==> src/rtl/tk3_round_sched.sv <==
// TK3 tweakey schedule for SKINNY-128-384+: registered TK3 state advanced one round per step,
// with a shadow copy of the loaded key that is restored after the final round of a block.
module tk3_round_sched #(
    parameter int ROUNDS = 40,
    parameter int CW     = 6
) (
    input  logic          clk_i,
    input  logic          rst_i,
    input  logic          load_i,
    input  logic [127:0]  key_in_i,
    input  logic          step_i,
    output logic [127:0]  tk3_out_o,
    output logic [63:0]   rtk_out_o,
    output logic [CW-1:0] round_o,
    output logic          last_o,
    output logic          loaded_o
);

    localparam logic [CW-1:0] LAST_ROUND = CW'(ROUNDS - 1);
    localparam int PT [16] = '{9, 15, 8, 13, 10, 14, 12, 11, 0, 1, 2, 3, 4, 5, 6, 7};

    logic [127:0]  tkState_q, tkState_d;
    logic [127:0]  shadow_q,  shadow_d;
    logic [CW-1:0] round_q,   round_d;
    logic          loaded_q,  loaded_d;

    function automatic logic [7:0] lfsr3(input logic [7:0] x);
        return {x[0] ^ x[6], x[7:1]};
    endfunction

    // One SKINNY round on TK3: cell permutation, then LFSR3 on rows 0-1 only.
    function automatic logic [127:0] roundUpdate(input logic [127:0] s);
        logic [127:0] t;
        t = '0;
        for (int i = 0; i < 16; i++) begin
            t[127-8*i -: 8] = s[127-8*PT[i] -: 8];
            if (i < 8) begin
                t[127-8*i -: 8] = lfsr3(s[127-8*PT[i] -: 8]);
            end
        end
        return t;
    endfunction

    always_ff @(posedge clk_i) begin
        if (rst_i) begin
            tkState_q <= '0;
            shadow_q  <= '0;
            round_q   <= '0;
            loaded_q  <= 1'b0;
        end else begin
            tkState_q <= tkState_d;
            shadow_q  <= shadow_d;
            round_q   <= round_d;
            loaded_q  <= loaded_d;
        end
    end

    // Load wins over step; after the last round the shadow key is restored so no reload is needed.
    always_comb begin
        tkState_d = tkState_q;
        shadow_d  = shadow_q;
        round_d   = round_q;
        loaded_d  = loaded_q;
        if (load_i) begin
            tkState_d = key_in_i;
            shadow_d  = key_in_i;
            round_d   = '0;
            loaded_d  = 1'b1;
        end else if (step_i && loaded_q) begin
            if (round_q == LAST_ROUND) begin
                tkState_d = shadow_q;
                round_d   = '0;
            end else begin
                tkState_d = roundUpdate(tkState_q);
                round_d   = round_q + 1'b1;
            end
        end
    end

    always_comb begin
        tk3_out_o = tkState_q;
        rtk_out_o = tkState_q[127:64];
        round_o   = round_q;
        last_o    = loaded_q && (round_q == LAST_ROUND);
        loaded_o  = loaded_q;
    end

endmodule

==> config.mk <==
export PLATFORM = sky130hd
export DESIGN_NAME = tk3_round_sched
export DESIGN_NICKNAME = d
export VERILOG_FILES = /design/src/rtl/tk3_round_sched.sv
export SDC_FILE = /design/constraint.sdc
export NUM_CORES = 1
export LEC_CHECK = 0
export CELL_PAD_IN_SITES_DETAIL_PLACEMENT = 1
export CELL_PAD_IN_SITES_GLOBAL_PLACEMENT = 2
export CORE_MARGIN = 1
export CORE_UTILIZATION = 29
export DETAILED_ROUTE_END_ITERATION = 6
export PLACE_DENSITY_LB_ADDON = 0.25
export SLEW_MARGIN = 15
export SYNTH_ARGS = -nofsm -noshare
export SYNTH_HDL_FRONTEND = slang
export SYNTH_SLANG_ARGS = --single-unit
export TNS_END_PERCENT = 5
==> constraint.sdc <==
create_clock -name clk_i -period 2 [get_ports clk_i]
set_clock_uncertainty 0.1 [all_clocks]
set_input_delay 0.4 -clock clk_i [delete_from_list [all_inputs] [get_ports clk_i]]
set_output_delay 0.4 -clock clk_i [all_outputs]
set_load 0.02 [all_outputs]
==> out/results.tsv, run 1 <==
metric	value	unit
outcome	finished, violations left	
violations	negative setup slack	
cp_num_buf_inv	1	
grt_overflow	0	
relSlewSlack	45.9	%
syn-num-nets	1557	
ir_drop	0.496	mV
cts.path.max_buffers	3	
slowest_stage	dfxtp_2	
clock_latency	0.56	ns
die_w	209	um
syn_area	0.0124	mm^2
syn-instance-count	1424	
dp.cells	2192	
drt_pass1_iterations	5	
cpPeakStageDelay	0.35	ns
ys_seq_area_share	42.3	%
place_congestion	0.810	
yosysTopAreaCell	dfxtp_1	
fin_ws	-0.0404	ns
crit_family	simple AND/OR/NAND/NOR gates	
grt_pass1_wl	80200	um
worst_pin_slew	0.811	ns
endpoint_kind	primary output	
drt_iter0_drc	702	
ys.warnings.count	0	
setup_viol	1	
vias	12300	
min_period	2.04	ns
cts_buffers	34	
synthFlopType	dfxtp_1	
syn_area_per_cell	8.73	um^2
synth_edf_count	0	
wire_per_inst	23.7	um
hold_violations	0	
path_max_fanout	2	
hold_path.class	in -> reg	
start_util	29.5	%
viasPerCell	5.44	
drv_slew	0	
path_cells	ha_4 -> and4b_4 -> and3_4 -> buf_6	
fmax	490	MHz
rows	75	
die_area	0.0437	mm^2
cp_data_required_time	1.50	ns
drive_gt1_share	11.3	%
cap_viol_max_count	0	
area_delta_synth_final	41.1	%
critical_path_arrival	1.54	ns
post-route-period-util	102	%
path_clk_slew	0.06	ns
startpoint_type	flop	
synthDominantCellAreaShare	42.3	%
p_leak	7.28	nW
dpl-instance-area	0.0166	mm^2
finalInstanceArea	0.0175	mm^2
cts_tree	done	
place.detailed.hpwl	36800	um
synth.distinct_cells	38	
num-fill-cells	4850	
antenna_found_initial	2	
yosysMostFrequentCell	dfxtp_1	
power.density	847	mW/mm^2
grt_max_degree	79	
io_buffer_count	331	
fin_hold_ws	0.0800	ns
design.core.area	0.0421	mm^2
ys_ff_latch	263	
ioPinCount	332	
path_class	reg -> out	
grt_pass1_vias	12400	
drc_errors	0	
cts_sinks	263	
finish.net_count	1824	
htree_levels	2	
fin_cells	2257	
drt_wl_total	53400	um
ant_nets	0	
rsz0062_at_grt	true	
ys_top_cells_by_area	dfxtp_1 (42%), mux2i_1 (10%), a311oi_1 (8.4%)	
power	14.9	mW
clockRootBuffer	clkbuf_16	
die_y	209	um
grt_usage	24.0	%
synth.top_cells.by_count	dfxtp_1 (263), nor2_1 (253), o21ai_0 (129)	
postSynth.asyncResetShare	0	%
==> power breakdown <==
group / leakage (nW) / internal (mW) / switching, mW
Combinational: 4.53 / 1.18 / 1.49
Sequential: 2.18 / 5.63 / 0.368
Clock: 0.562 / 3.65 / 2.54
Total: 7.28 / 10.5 / 4.40
==> cell families after synthesis <==
group           Yosys count  synth area share [%]
compound gates          404                  22.8
simple gates            396                  13.5
flops                   263                  42.3
fa+ha+maj                 1                 0.101
mux                     128                  10.3
xor+xnor                  9                 0.634
buf+inv                 223                  10.3
==> timing repair <==
action,in CTS,in global routing
gates resized for setup,209,7
buffers inserted,0,1
pin swaps,0,3
cloned,0,1
hold buffers,0,0
endpoints found under the setup margin,220,55
==> path summary, 6_finish.rpt <==
path	to	slack [ns]	depth (start not counted)	start
setup / recovery	last_o	-0.04	4	round_o[0]$_SDFFE_PP0P_
hold reg to reg	tk3_out_o[97]$_SDFFE_PP0P_	0.37	2	shadow_q[97]$_SDFFE_PP0P_
setup reg to reg	tk3_out_o[66]$_SDFFE_PP0P_	0.02	9	round_o[0]$_SDFFE_PP0P_
hold / removal	shadow_q[109]$_SDFFE_PP0P_	0.08	2	rst_i
==> stage by stage <==
step	TNS, ns	util [%]	setup slack (ns)
after floorplan	0	-	0.0628
after global placement	-0.858	39.4	-0.108
after detailed placement	-1.48	39.4	-0.113
after CTS	-1.34	41.5	-0.130
after global routing	-0.115	41.6	-0.0850
final	-0.0404	41.6	-0.0404
==> worst reg2reg max path, cell delays in order, from the launching register on <==
cell      delay, ns
dfxtp_2        0.35
ha_4           0.14
buf_4          0.11
nand4b_1       0.10
buf_6          0.15
buf_6          0.13
buf_12         0.15
buf_4          0.15
o211ai_1       0.31
a311oi_1       0.14
==> layer usage <==
layer  wire (um)  up-vias  share of wire (%)  track usage [%]
met5           0        -                  0                0
met4        1500        0                2.8             7.94
met3        2450       75                4.6             3.67
met2       24100      351                 45             37.3
met1       25300     6127                 47             33.9
li1            -     5722                  -                -
==> cells in the final DEF, fill, tap and decap left out, drive strengths merged, types with 2 or more instances in the layout <==
cell,instances
buf,122
dlygate4sd2,197
nand3,123
o211ai,120
dfxtp,263
inv,3
diode,3
or3,2
nand2,4
clkinv,12
nor3,6
o22ai,2
clkbuf,47
clkdlybuf4s50,129
o32ai,6
o311ai,2
a21oi,14
a22oi,8
mux2i,128
o21ai,129
a311oi,120
xor2,9
nor2,253
==> final cells by class <==
type | instances | area, um^2 | share of cell area, %
diodes | 3 | 7.51 | 0.0428
clock inverters | 14 | 126 | 0.720
clock buffers | 46 | 997 | 5.68
multi-input cells | 938 | 5930 | 33.8
inverters | 3 | 18.8 | 0.107
flip-flops and latches | 263 | 5280 | 30.1
well taps | 539 | 674 | 3.84
repair buffers | 451 | 4510 | 25.7
==> flip-flops by register name, summed over array words and instances, names as in the netlist <==
register	flops
shadow_q	128
tk3_out_o	128
round_o	6
loaded_o	1
Note: power is estimated with default switching activity, not from simulation.
==> run 2, diff against run 1 <==
--- a/config.mk
+++ b/config.mk
@@ -10,7 +10,7 @@
 export CORE_MARGIN = 1
 export CORE_UTILIZATION = 29
 export DETAILED_ROUTE_END_ITERATION = 6
-export PLACE_DENSITY_LB_ADDON = 0.25
+export PLACE_DENSITY = 0.91
 export SLEW_MARGIN = 15
 export SYNTH_ARGS = -nofsm -noshare
 export SYNTH_HDL_FRONTEND = slang
==> run 2 against run 1 <==
  * The run still ends with negative setup slack left
  * Highest routed layer is now met5
  * Utilization down 0.84 points
  * Final area down 2.0%
  * Combinational power down 2%
  * Total power down 3.1%
  * Clock power down 6.8%
  * Sequential cell count unchanged
  * Global-route usage down 0.61 points
  * Hold slack better by 0.032 ns
  * Largest power group is now registers
  * Setup slack worse by 0.034 ns
  * Wire length down 1.7%
  * Sequential share of layout area up 0.60 points
  * Register-to-register slack better by 0.05 ns
==> out/results.tsv, run 2 (synthesized netlist as in run 1, its figures left out) <==
metric	value	unit	change
dr_wl_met3	2470	um	was 2450 um
power.density	838	mW/mm^2	was 847 mW/mm^2
path_clk_slew	0.06	ns	about the same
grt_usage	23.4	%	was 24.0%
antenna_found_initial	6		was 2
internal-power	10.2	mW	was 10.5 mW
num-fill-cells	4850		unchanged
hold_path.class	in -> reg		unchanged
hold_violations	0		unchanged
path_class	reg -> out		unchanged
dr.max_layer_used	met5		was met4
cts_buffers	31		was 34
die_w	209	um	unchanged
endpoint_kind	primary output		unchanged
die_y	209	um	unchanged
relSlewSlack	61.6	%	was 45.9%
htree_levels	1		was 2
drive_gt1_share	10.2	%	was 11.3%
drc_errors	0		unchanged
design.core.area	0.0421	mm^2	unchanged
fin_ws	-0.0749	ns	was -0.0404 ns
ir_drop	0.586	mV	was 0.496 mV
clockRootBuffer	clkbuf_16		unchanged
start_util	29.5	%	unchanged
outcome	finished, violations left		unchanged
dp.cells	2182		was 2192
io_buffer_count	331		unchanged
drt_pass1_iterations	4		was 5
cts_tree	done		unchanged
ant_nets	0		unchanged
fin_cells	2242		was 2257
post-route-period-util	104	%	was 102%
finish.net_count	1812		was 1824
clock_latency	0.56	ns	about the same
pre_cts_ws	-0.217	ns	was -0.113 ns
power_switching	4.18	mW	was 4.40 mW
violations	negative setup slack		unchanged
grt_pass1_wl	79600	um	was 80200 um
cap_viol_max_count	0		unchanged
dpl-instance-area	0.0164	mm^2	was 0.0166 mm^2
rsz0062_at_grt	true		unchanged
place.detailed.hpwl	36400	um	was 36800 um
drt_wl_total	52500	um	was 53400 um
power	14.4	mW	was 14.9 mW
p_leak	7.08	nW	was 7.28 nW
drt_iter0_drc	677		was 702
viasPerCell	5.54		was 5.44
grt_max_degree	101		was 79
r2r_setup_slack	0.07	ns	was 0.02 ns
pwr-share-seq	41.7	%	was 40.4%
worst_pin_slew	0.575	ns	was 0.811 ns
startpoint_type	flop		unchanged
critical_path_arrival	1.57	ns	was 1.54 ns
cts_sinks	263		unchanged
vias	12400		was 12300
finalInstanceArea	0.0172	mm^2	was 0.0175 mm^2
final_common_cell	dfxtp_1		unchanged
cts.path.max_buffers	3		unchanged
drv_slew	0		unchanged
place_congestion	0.823		was 0.810
fmax	482	MHz	was 490 MHz
wl_met2	24300	um	was 24100 um
path_max_fanout	2		unchanged
min_period	2.07	ns	was 2.04 ns
tns	-0.0749	ns	was -0.0404 ns
die_area	0.0437	mm^2	unchanged
final_cell_mix	dfxtp_1 (260), nor2_1 (252), dlygate4sd2_1 (195)		was dfxtp_1 (257), nor2_1 (252), dlygate4sd2_1 (197)
rows	75		unchanged
cp_data_required_time	1.50	ns	about the same
ioPinCount	332		unchanged
switching_share	29.0	%	was 29.6%
setup_viol	1		unchanged
area_delta_synth_final	38.2	%	was 41.1%
pwr-share-comb	18.2	%	was 17.9%
p_clk_share	40.1	%	was 41.7%
wire_per_inst	23.4	um	was 23.7 um
grt_overflow	0		unchanged
grt_pass1_vias	12800		was 12400
wl_met1	23800	um	was 25300 um
run 2: cell types whose count changed in the layout (fill, tap and decap cells not counted), moves of 2 or more:
cell | before | now
dfxtp_2 | 5 | 2
dfxtp_1 | 257 | 260
buf_4 | 75 | 82
clkdlybuf4s15_1 | 1 | 3
buf_6 | 5 | 1
clkinv_8 | 2 | 0
bufinv_16 | 1 | 3
clkinv_2 | 9 | 6
clkbuf_16 | 36 | 31
clkbuf_1 | 3 | 5
dlygate4sd2_1 | 197 | 195
buf_12 | 40 | 28
run 2: timing repair:
action	CTS	global route
buffers inserted	0	2
gates resized for setup	204	9
hold buffers	1	0
pin swaps	0	2
endpoints found under the setup margin	200	35
endpoints found under the hold margin	12	0
gates cloned	0	0
run 2: cell type report:
| type | count | area [um^2] | area share [%] |
|---|---|---|---|
| multi-input combinational | 938 | 5930 | 34.5 |
| sequential | 263 | 5270 | 30.7 |
| timing repair buffer | 442 | 4260 | 24.8 |
| clock buffer | 43 | 891 | 5.18 |
| tap | 539 | 674 | 3.92 |
| clock inverter | 11 | 135 | 0.786 |
| inverter | 3 | 18.8 | 0.109 |
| antenna | 3 | 7.51 | 0.0437 |
run 2: metal layers:
layer,global-route usage [%],up-vias
met3,3.07,100
met1,32.0,6247
li1,-,5694
met2,37.4,366
met5,0,-
met4,9.08,4
run 2: worst max-delay path: stages, from the launching register on:
cell and delay [ns]:
dfxtp_2 0.35, ha_4 0.14, and4b_4 0.22, and3_4 0.19, buf_6 0.11
run 2: path summary, 6_finish.rpt:
check	startpoint	end	cells past startpoint
max reg2reg	round_o[0]$_SDFFE_PP0P_	tk3_out_o[24]$_SDFFE_PP0P_	7
min	load_i	loaded_o$_SDFFE_PP0P_	3
max	round_o[0]$_SDFFE_PP0P_	last_o	4
min reg2reg	shadow_q[102]$_SDFFE_PP0P_	tk3_out_o[102]$_SDFFE_PP0P_	2
run 2: power groups by stage:
stage               clock network, mW  logic [mW]  registers [mW]
finish                           5.77        2.61            6.01
global route                     6.13        2.79            6.05
CTS                              5.89        2.62            6.01
detailed placement                  0        2.84            6.13
global placement                    0        2.78            6.11
floorplan                           0        1.22            6.25
run 2: through the flow:
stage | hold slack, ns | utilization [%]
detailed placement | 0.380 | 38.8
floorplan | 0.356 | -
CTS | 0.0889 | 40.7
global placement | 0.370 | 38.8
global route | 0.137 | 40.8
finish | 0.112 | 40.8
==> edit (config.mk and constraints of run 1) <==
`CW`: 6 -> 3.
--- a/src/rtl/tk3_round_sched.sv
+++ b/src/rtl/tk3_round_sched.sv
@@ -2,7 +2,7 @@
 // with a shadow copy of the loaded key that is restored after the final round of a block.
 module tk3_round_sched #(
     parameter int ROUNDS = 40,
-    parameter int CW     = 6
+    parameter int CW     = 3
 ) (
     input  logic          clk_i,
     input  logic          rst_i,
Ports: changed (resized round_o); port bits go from 332 to 329. The function was not compared with the original's and may differ.
==> edit against run 1 <==
  * Sequential cell count decreased by 3
  * Via count decreased by 20%
  * Routed wire length decreased by 24%
  * Utilization decreased by 0.66 points
  * Design area decreased by 9.1%
  * Worst setup slack improved by 44 ps
  * Combinational power decreased by 27%
  * Non-clock buffer count decreased by 61
  * Area after synthesis decreased by 7.5%
  * Power decreased by 11%
  * Global-route usage decreased by 4.7 points
  * Critical path depth unchanged
==> edit: results (changes against run 1) <==
Post-synth net total: 1364 (-12%)
Port bufs: 328 (-0.91%)
HPWL Detailed: 28900 um (-22%)
Largest net degree at the start of global routing: 99 (+25%)
Mean Syn Cell Area: 9.36 um^2 (+7.2%)
Slew @ Worst Pin: 556 ps (-255 ps)
Initial antenna violation count: 1 (-1)
Logic pwr share: 14.6% (-3.3 points)
Proportion of layout cells with a drive suffix above 1: 8.37% (-2.9 points)
Post-Synth Adder-Cell Area: 0.326% (+0.23 points)
Initial DRC Count: 337 (-52%)
Post-Synth XOR/XNOR Area: 0.609% (-0.025 points)
Outcome: finished, final reports clean
CTS Buf Count: 30 (-12%)
Dpl ws: -6.72 ps (+106 ps)
CP delay by family, top: flip-flops
RR Startpoint: round_o[1]
Resize count post-CTS: 205 (-1.9%)
DR WL met3: 1570 um (-36%)
Met1 Use GR: 27.4% (-6.4 points)
Vias in the first global route: 9957 (-20%)
Largest cells by area after synthesis: dfxtp_1, mux2i_1, a22o_1
Post-Layout Cell Count: 2024 (-10%)
GRT Util Overall: 19.3% (-4.7 points)
P_sw: 3470 uW (-21%)
Synth unique cells: 24 (-37%)
Worst Hold Path Cells: 3 (+1)
Max VDD drop: 0.547 mV (+10%)
Met2 GRT Util: 31.5% (-5.8 points)
Synth Area in Compound Gates: 21.4% (-1.5 points)
Nets: 1621 (-11%)
WL met1: 19800 um (-22%)
Hold Slack: 187 ps (+107 ps)
CP Data Arrival Time: 1500 ps (-40 ps)
R2r setup slk: 70 ps (+50 ps)
First-pass GRT wire length: 61400 um (-23%)
Min Tclk post-route: 2000 ps (-43.9 ps)
H-tree levels: 1 (-1)
Seq pwr: 5770 uW (-3.7%)
List of most frequent post-synthesis cells: dfxtp_1, mux2i_1, nand2_1
Mux contribution to synthesized area: 11.4% (+1.1 points)
Clock Latency Late Sink: 540 ps (-20 ps)
Routability cong.: 0.775 (-4.4%)
edit: cell count changes after synthesis, moves of 107 or more:
cell      before  now
a311oi_1     119    0
o211ai_1     120    0
nor2_1       253   20
nand3_1      123    0
a22o_1         0  120
a21oi_1       14  121
nand2b_1       0  121
nand2_1        4  129
edit: area by class of cell:
| type | instances | area, um^2 |
|---|---|---|
| Multi-Input combinational cell | 796 | 5290 |
| Clock inverter | 4 | 70.1 |
| Sequential cell | 260 | 5210 |
| Antenna cell | 1 | 2.50 |
| Timing Repair Buffer | 390 | 3790 |
| Fill cell | 4446 | 23000 |
| Clock buffer | 47 | 906 |
| Tap cell | 518 | 648 |
| Inverter | 8 | 30.0 |
edit: worst min path at each step:
stage	from	endpoint
floorplan	shadow_q[0]	shadow_q[0]
global placement	shadow_q[47]	shadow_q[47]
detailed placement	shadow_q[77]	shadow_q[77]
CTS	load_i	shadow_q[27]
global route	load_i	shadow_q[68]
finish	load_i	shadow_q[68]
